$ cat config.mk
export PLATFORM = sky130hd
export DESIGN_NAME = decode_stage_hs
export DESIGN_NICKNAME = d
export VERILOG_FILES = /design/src/rtl/decode_pkg.sv /design/src/rtl/decode_stage_hs_reg_file.sv /design/src/rtl/decode_stage_hs.sv
export SDC_FILE = /design/constraint.sdc
export NUM_CORES = 1
export LEC_CHECK = 0
export BUFFER_PORTS_ARGS = -buffer_cell sky130_fd_sc_hd__buf_4
export CAP_MARGIN = 20
export CORE_MARGIN = 10
export CORE_UTILIZATION = 55
export CTS_CLUSTER_SIZE = 12
export DETAILED_ROUTE_END_ITERATION = 10
export MAX_ROUTING_LAYER = met4
export PLACE_DENSITY = 0.8
export SLEW_MARGIN = 10
export SYNTH_ARGS = -nofsm -noshare
export SYNTH_HDL_FRONTEND = slang
export SYNTH_SLANG_ARGS = --single-unit
$ cat constraint.sdc
create_clock -name clk -period 2.4 [get_ports clk]
set_clock_uncertainty 0.15 [all_clocks]
set_input_delay 0.48 -clock clk [delete_from_list [all_inputs] [get_ports clk]]
set_output_delay 0.48 -clock clk [all_outputs]
set_load 0.005 [all_outputs]
$ cat src/rtl/decode_pkg.sv
// decode_pkg: opcode and ALU encodings, the decoded control bundle, and the
// decode/operand-usage helpers shared by the decode stage.
package decode_pkg;

  // Opcodes (instruction[INSTR_W-1 -: 3])
  localparam logic [2:0] OP_NOP   = 3'b000;
  localparam logic [2:0] OP_ADD   = 3'b001;
  localparam logic [2:0] OP_SUB   = 3'b010;
  localparam logic [2:0] OP_AND   = 3'b011;
  localparam logic [2:0] OP_ADDI  = 3'b100;
  localparam logic [2:0] OP_LOAD  = 3'b101;
  localparam logic [2:0] OP_STORE = 3'b110;
  localparam logic [2:0] OP_ILL   = 3'b111;

  // ALU operation encodings
  localparam logic [1:0] ALU_ADD = 2'b00;
  localparam logic [1:0] ALU_SUB = 2'b01;
  localparam logic [1:0] ALU_AND = 2'b10;

  typedef struct packed {
    logic [1:0] alu_op;
    logic       wb_alu_to_reg;
    logic       reg_write;
    logic       mem_read;
    logic       mem_write;
    logic       alu_src_imm;
    logic       illegal;
  } ctrl_t;

  // Opcode -> control bundle; opcode 111 behaves as NOP but flags illegal.
  function automatic ctrl_t decode(input logic [2:0] op);
    ctrl_t c;
    c = '0;
    case (op)
      OP_NOP: c = '0;
      OP_ADD: begin
        c.alu_op        = ALU_ADD;
        c.reg_write     = 1'b1;
        c.wb_alu_to_reg = 1'b1;
      end
      OP_SUB: begin
        c.alu_op        = ALU_SUB;
        c.reg_write     = 1'b1;
        c.wb_alu_to_reg = 1'b1;
      end
      OP_AND: begin
        c.alu_op        = ALU_AND;
        c.reg_write     = 1'b1;
        c.wb_alu_to_reg = 1'b1;
      end
      OP_ADDI: begin
        c.alu_op        = ALU_ADD;
        c.alu_src_imm   = 1'b1;
        c.reg_write     = 1'b1;
        c.wb_alu_to_reg = 1'b1;
      end
      OP_LOAD: begin
        c.mem_read  = 1'b1;
        c.reg_write = 1'b1;
      end
      OP_STORE: c.mem_write = 1'b1;
      OP_ILL:   c.illegal   = 1'b1;
      default:  c = '0;
    endcase
    return c;
  endfunction

  // Does this opcode actually consume the ra operand?
  function automatic logic reads_ra(input logic [2:0] op);
    return (op == OP_ADD) || (op == OP_SUB) || (op == OP_AND) ||
           (op == OP_ADDI) || (op == OP_STORE);
  endfunction

  // Does this opcode actually consume the rb operand?
  function automatic logic reads_rb(input logic [2:0] op);
    return (op == OP_ADD) || (op == OP_SUB) || (op == OP_AND) ||
           (op == OP_LOAD) || (op == OP_STORE);
  endfunction

endpackage

$ cat src/rtl/decode_stage_hs_reg_file.sv
// reg_file_bypass: 2-read / 1-write register file. A write presented in the
// same cycle as a read is forwarded to the read port. Synchronous
// active-low clear of every entry.
// Ports: i_clk, i_rst (active-low sync clear), i_we/i_waddr/i_wdata (write),
//        i_raddr1/i_raddr2 (read addresses), o_rdata1/o_rdata2 (read data).
module reg_file_bypass #(
  parameter  int unsigned WIDTH  = 16,
  parameter  int unsigned N_REGS = 8,
  localparam int unsigned AW     = $clog2(N_REGS)
) (
  input  logic             i_clk,
  input  logic             i_rst,
  input  logic             i_we,
  input  logic [AW-1:0]    i_waddr,
  input  logic [WIDTH-1:0] i_wdata,
  input  logic [AW-1:0]    i_raddr1,
  input  logic [AW-1:0]    i_raddr2,
  output logic [WIDTH-1:0] o_rdata1,
  output logic [WIDTH-1:0] o_rdata2
);

  logic [WIDTH-1:0] r_mem [N_REGS];

  // Storage update; reset clear beats a concurrent write.
  always_ff @(posedge i_clk) begin
    if (!i_rst) begin
      r_mem <= '{default: '0};
    end else if (i_we) begin
      r_mem[i_waddr] <= i_wdata;
    end
  end

  // Read with same-cycle write-back forwarding.
  always_comb begin
    o_rdata1 = (i_we && (i_waddr == i_raddr1)) ? i_wdata : r_mem[i_raddr1];
    o_rdata2 = (i_we && (i_waddr == i_raddr2)) ? i_wdata : r_mem[i_raddr2];
  end

endmodule

$ cat src/rtl/decode_stage_hs.sv
// decode_stage_hs: instruction decode stage between fetch and execute.
// Decodes one instruction per cycle, reads operands through a bypassed
// register file, and registers controls + operands into ID/EX. Handles the
// valid/ready handshake, load-use bubbles, flush, and counts bubbles.
// Ports: clk, rst (sync active-low); instruction/in_valid/in_ready (fetch
//        side); ex_ready/out_valid + *_r controls/operands (execute side);
//        flush; wb_we/wb_addr/wb_data (write-back); stall_cnt (bubbles).
module decode_stage_hs
  import decode_pkg::*;
#(
  parameter  int unsigned DATA_W  = 16,
  parameter  int unsigned N_REGS  = 8,
  parameter  int unsigned INSTR_W = 16,
  parameter  int unsigned IMM_W   = 10,
  localparam int unsigned AW      = $clog2(N_REGS)
) (
  input  logic               clk,
  input  logic               rst,
  input  logic [INSTR_W-1:0] instruction,
  input  logic               in_valid,
  output logic               in_ready,
  input  logic               ex_ready,
  input  logic               flush,
  input  logic               wb_we,
  input  logic [AW-1:0]      wb_addr,
  input  logic [DATA_W-1:0]  wb_data,
  output logic               out_valid,
  output logic [1:0]         alu_op_r,
  output logic               wb_alu_to_reg_r,
  output logic               reg_write_r,
  output logic               mem_read_r,
  output logic               mem_write_r,
  output logic               alu_src_imm_r,
  output logic [DATA_W-1:0]  rd1_r,
  output logic [DATA_W-1:0]  rd2_r,
  output logic [DATA_W-1:0]  imm_r,
  output logic [AW-1:0]      wr_addr_r,
  output logic               illegal_r,
  output logic [15:0]        stall_cnt
);

  localparam logic [15:0] STALL_MAX = 16'hFFFF;

  // Instruction fields
  logic [2:0]        w_op;
  logic [AW-1:0]     w_ra;
  logic [AW-1:0]     w_rb;
  logic [IMM_W-1:0]  w_imm;
  logic [DATA_W-1:0] w_imm_ext;
  ctrl_t             w_ctrl;
  logic [DATA_W-1:0] w_rd1;
  logic [DATA_W-1:0] w_rd2;
  logic              w_hazard;
  logic              w_ex_hold;

  // ID/EX pipeline register
  logic              r_out_valid;
  ctrl_t             r_ctrl;
  logic [DATA_W-1:0] r_rd1;
  logic [DATA_W-1:0] r_rd2;
  logic [DATA_W-1:0] r_imm;
  logic [AW-1:0]     r_wr_addr;
  logic [15:0]       r_stall_cnt;

  always_comb begin
    w_op      = instruction[INSTR_W-1 -: 3];
    w_ra      = instruction[INSTR_W-4 -: AW];
    w_rb      = instruction[INSTR_W-4-AW -: AW];
    w_imm     = instruction[IMM_W-1:0];
    w_imm_ext = DATA_W'($signed(w_imm));
    w_ctrl    = decode(w_op);
  end

  reg_file_bypass #(
    .WIDTH  (DATA_W),
    .N_REGS (N_REGS)
  ) u_rf (
    .i_clk    (clk),
    .i_rst    (rst),
    .i_we     (wb_we),
    .i_waddr  (wb_addr),
    .i_wdata  (wb_data),
    .i_raddr1 (w_ra),
    .i_raddr2 (w_rb),
    .o_rdata1 (w_rd1),
    .o_rdata2 (w_rd2)
  );

  // Load-use: only registers the incoming opcode really reads can collide.
  always_comb begin
    w_hazard  = r_out_valid & r_ctrl.mem_read & in_valid &
                ((reads_ra(w_op) & (r_wr_addr == w_ra)) |
                 (reads_rb(w_op) & (r_wr_addr == w_rb)));
    w_ex_hold = r_out_valid & ~ex_ready;
    in_ready  = rst & (flush | (~w_hazard & ~w_ex_hold));
  end

  // ID/EX register and bubble counter, in edge-priority order.
  always_ff @(posedge clk) begin
    if (!rst) begin
      r_out_valid <= 1'b0;
      r_ctrl      <= '0;
      r_rd1       <= '0;
      r_rd2       <= '0;
      r_imm       <= '0;
      r_wr_addr   <= '0;
      r_stall_cnt <= '0;
    end else if (flush) begin
      r_out_valid <= 1'b0;
      r_ctrl      <= '0;
    end else if (!w_ex_hold) begin
      if (w_hazard) begin
        r_out_valid <= 1'b0;
        r_ctrl      <= '0;
        if (r_stall_cnt != STALL_MAX) begin
          r_stall_cnt <= r_stall_cnt + 16'd1;
        end
      end else if (in_valid) begin
        r_out_valid <= 1'b1;
        r_ctrl      <= w_ctrl;
        r_rd1       <= w_rd1;
        r_rd2       <= w_rd2;
        r_imm       <= w_imm_ext;
        r_wr_addr   <= w_ra;
      end else begin
        r_out_valid <= 1'b0;
        r_ctrl      <= '0;
      end
    end
  end

  assign out_valid       = r_out_valid;
  assign alu_op_r        = r_ctrl.alu_op;
  assign wb_alu_to_reg_r = r_ctrl.wb_alu_to_reg;
  assign reg_write_r     = r_ctrl.reg_write;
  assign mem_read_r      = r_ctrl.mem_read;
  assign mem_write_r     = r_ctrl.mem_write;
  assign alu_src_imm_r   = r_ctrl.alu_src_imm;
  assign illegal_r       = r_ctrl.illegal;
  assign rd1_r           = r_rd1;
  assign rd2_r           = r_rd2;
  assign imm_r           = r_imm;
  assign wr_addr_r       = r_wr_addr;
  assign stall_cnt       = r_stall_cnt;

endmodule

==> metrics.csv <==
stage,metric,value,unit
layout,fraction of layout cells with a size suffix above 1,0.249,
floorplanning,Die Footprint,23400,sq um
worst_setup_path,worst r2r src,wr_addr_r[2],
detailed_routing,total wire length,30.0,mm
pwr,maximum VDD drop,0.545,mV
detailed_routing,Wirelength per Cell,19.9,um
worst_setup_path,CP top delay family,simple AND/OR/NAND/NOR gates,
floorplanning,num ports,118,
synth,Synth top area share,0.407,
worst_setup_path,Worst EP required,1770,ps
synth,Post-synth EDFFs,0,
synth,top-count cell post-synth,nand2_1,
min_path,Min-Delay Path Class,input port to flip-flop,
placement,Final Wtd Congestion,0.938,
global_route,first-pass GRT wire length,47.0,mm
synth,Syn Inst Count,1187,
floorplanning,Initial Utilization,0.561,
min_path,Hold Path Cell Cnt,3,
placement,dpl hpwl,20.3,mm
min_path,hold endpoint,imm_r[2],
clock_tree,clk slew on worst S/H paths,70,ps
clock_tree,H-tree depth,4,
worst_setup_path,FF-to-FF End,rd1_r[10],
global_route,All-Layer GR Usage,0.249,
worst_setup_path,Worst path slowest cell,dfxtp_4,
synth,number of distinct library cells after synthesis,43,
global_route,vias in the first global route,8734,
layout,area grow syn2layout,20.3,%
pwr,Cell Pwr Density,652,nW/um^2
synth,Post-synth ARST share,0,
timing,Tcrit/Tclk final,0.992,
worst_setup_path,R2R depth,8,
detailed_routing,Routed Antenna Nets,0,
worst_setup_path,crit path kind,flip-flop to output pin,
clock_tree,clk buf depth,2,
timing,fmax,420,MHz
worst_setup_path,crit end category,output pin,
synth,Commonest cells post-synth,"nand2_1 (304), dfxtp_1 (198), a21oi_1 (168), nor2_1 (77), clkbuf_1 (64)",
global_route,Congestion Overflow GR,0,
worst_setup_path,CP peak stage delay,370,ps
placement,Place WS,109,ps
floorplanning,DIE HEIGHT,153,um
synth,Post-Syn Area,9740,sq um
layout,# nets final,1314,
clock_tree,TritonCTS Buffers,17,
floorplanning,die width,153,um
detailed_routing,routed vias/inst,6.13,
run_status,status,"finished, final reports clean",
synth,Syn Nets,1229,
timing,post-route setup TNS,0,ps
timing,final hold vios,0,
worst_setup_path,Buffers & Inverters on Critical Path,1,
layout,Filler cells,1378,
clock_tree,CTS root buffer,clkbuf_16,
floorplanning,core footprint,17400,sq um
timing,RSZ-0062 raised after global routing,yes,
worst_setup_path,CP max FO,4,
synth,post-synthesis sequential area ratio,0.407,
timing,final worst slack,18.3,ps
worst_setup_path,arrival time worst endpoint,1750,ps
worst_setup_path,CP cell instances,"xor2_2, nor4_4, nor3_2, o21a_1, buf_6",
global_route,largest net degree at the start of global routing,67,
clock_tree,clk sink count,198,
min_path,hold path start,instruction[2],
detailed_routing,total number of vias,9252,
layout,ANT cells,0,
detailed_routing,DRC,0,
worst_setup_path,R2R Setup Slk,190,ps
pwr,Leak Pwr,4.35,nW
run,MaxCap Viol Count,0,
clock_tree,clk_lat worst skew,430,ps
worst_setup_path,Startpoint Class,flip-flop,
synth,post-synthesis average cell area,8.21,sq um
floorplanning,row count,48,
synth,Synth area leaders,"dfxtp_1 (41%), nand2_1 (12%), a21oi_1 (8.6%)",
timing,actual slew at the worst max-slew pin,710,ps
placement,number of I/O port buffers,117,
timing,Slew headroom,0.526,
global_route,initial antenna violation count,0,
timing,Max Slew Vio Count,0,
clock_tree,CTS tree,yes,
synth,synth warn,0,
synth,#FFs+latches synth,198,
synth,post-synth top area cell,dfxtp_1,
synth,Post-synth top flop,dfxtp_1,
timing,Tmin final,2380,ps
timing,final setup vio count,0,
detailed_routing,DRT Pass-1 Iters,5,
detailed_routing,drt first-iter violations,1093,
[power by group]
| part | total [W] | internal (W) | switching [W] |
|---|---|---|---|
| logic | 0.000963 | 0.000411 | 0.000552 |
| registers | 0.00345 | 0.00338 | 0.0000671 |
| clock network | 0.00323 | 0.00196 | 0.00127 |
[area by class of cell]
type | count | area [sq um] | share of cell area
Inverter | 3 | 13.8 | 0.00117
Clock inverter | 11 | 219 | 0.0187
Sequential cell | 198 | 3970 | 0.339
Multi-Input combinational cell | 877 | 5300 | 0.452
Tap cell | 225 | 282 | 0.0240
Timing Repair Buffer | 175 | 1490 | 0.127
Clock buffer | 20 | 437 | 0.0373
[registers in the layout, indices dropped and copies added (netlist names), 2 cells and up]
name        flops
u_rf.r_mem    128
rd1_r          16
rd2_r          16
stall_cnt      16
imm_r          10
wr_addr_r       3
alu_op_r        2
[worst register-to-register path, stage by stage (launching register included)]
cell	delay [ps]
dfxtp_2	400
xor2_1	300
nor3_4	90
buf_4	150
buf_4	140
nor3_4	300
buf_12	270
nor2_1	110
a211oi_1	220
[layout by cell type (no fill, tap or decap), types with 3 or more instances in the layout]
master / Yosys / routed
bufinv_16: 0 / 6
clkbuf_16: 0 / 17
nand2b_1: 13 / 13
nor2_1: 77 / 77
mux2i_1: 8 / 8
nor3_4: 0 / 3
buf_12: 0 / 14
nand2_1: 304 / 304
clkbuf_1: 64 / 3
xnor2_2: 0 / 3
inv_6: 0 / 3
xor2_1: 7 / 7
dfxtp_2: 0 / 4
o21a_1: 3 / 3
o31ai_1: 4 / 4
a211oi_1: 32 / 32
and3_1: 7 / 6
nand4_1: 8 / 8
nand3_1: 22 / 22
nor2b_1: 4 / 4
buf_4: 13 / 160
nor3_2: 5 / 4
a21oi_1: 168 / 168
dfxtp_1: 198 / 193
mux4_2: 32 / 32
mux2_2: 63 / 63
nor3_1: 39 / 37
or3_1: 6 / 6
o22ai_1: 31 / 31
o21ai_0: 23 / 23
[routing by layer]
layer  vias to the layer above  share of wire  global-route usage
met4                         0          0.038               0.111
li1                       4297              -                   -
met2                       475           0.48               0.398
met3                        84          0.082              0.0469
met5                         -              0                   -
met1                      4396           0.40               0.301
[what timing repair did]
item	4_1_cts	5_1_grt
hold buffers	0	0
pin swaps	0	4
resized for setup	7	6
endpoints found under the setup margin	1	1
setup buffers	0	1
[cell families (layout without fill, tap and decap cells)]
group	after synthesis	after routing	share of synthesized area
and+or+nand+nor	494	494	0.217
AOI/OAI and AO/OA	266	266	0.153
DFF	198	198	0.407
buffers and inverters	112	209	0.0546
muxes	103	103	0.155
xor gates and xnor gates	13	13	0.0125
adders and majority gates	1	1	0.00128
[through the flow]
step           std cells   util  power (W)  instance area, sq um  hold WS (ps)
6_report            1509  0.675    0.00764                 11700           113
5_1_grt             1509  0.675    0.00787                 11700           115
4_1_cts             1508  0.673    0.00763                 11700           106
3_5_place_dp        1477  0.634    0.00446                 11000           299
3_3_place_gp        1477  0.634    0.00444                 11000           287
2_1_floorplan       1187      -    0.00406                  9740           292
[how the worst max path moves through the flow]
stage	startpoint	endpoint	slack [ps]	cells past startpoint
floorplan	rst	in_ready	270	4
detailed placement	instruction[13]	rd1_r[10]	110	8
global route	wr_addr_r[2]	in_ready	-60	6
global placement	instruction[13]	in_ready	140	6
finish	wr_addr_r[1]	in_ready	20	5
CTS	wr_addr_r[0]	in_ready	0.3	6
No activity file was read; power rests on OpenSTA's default activity.
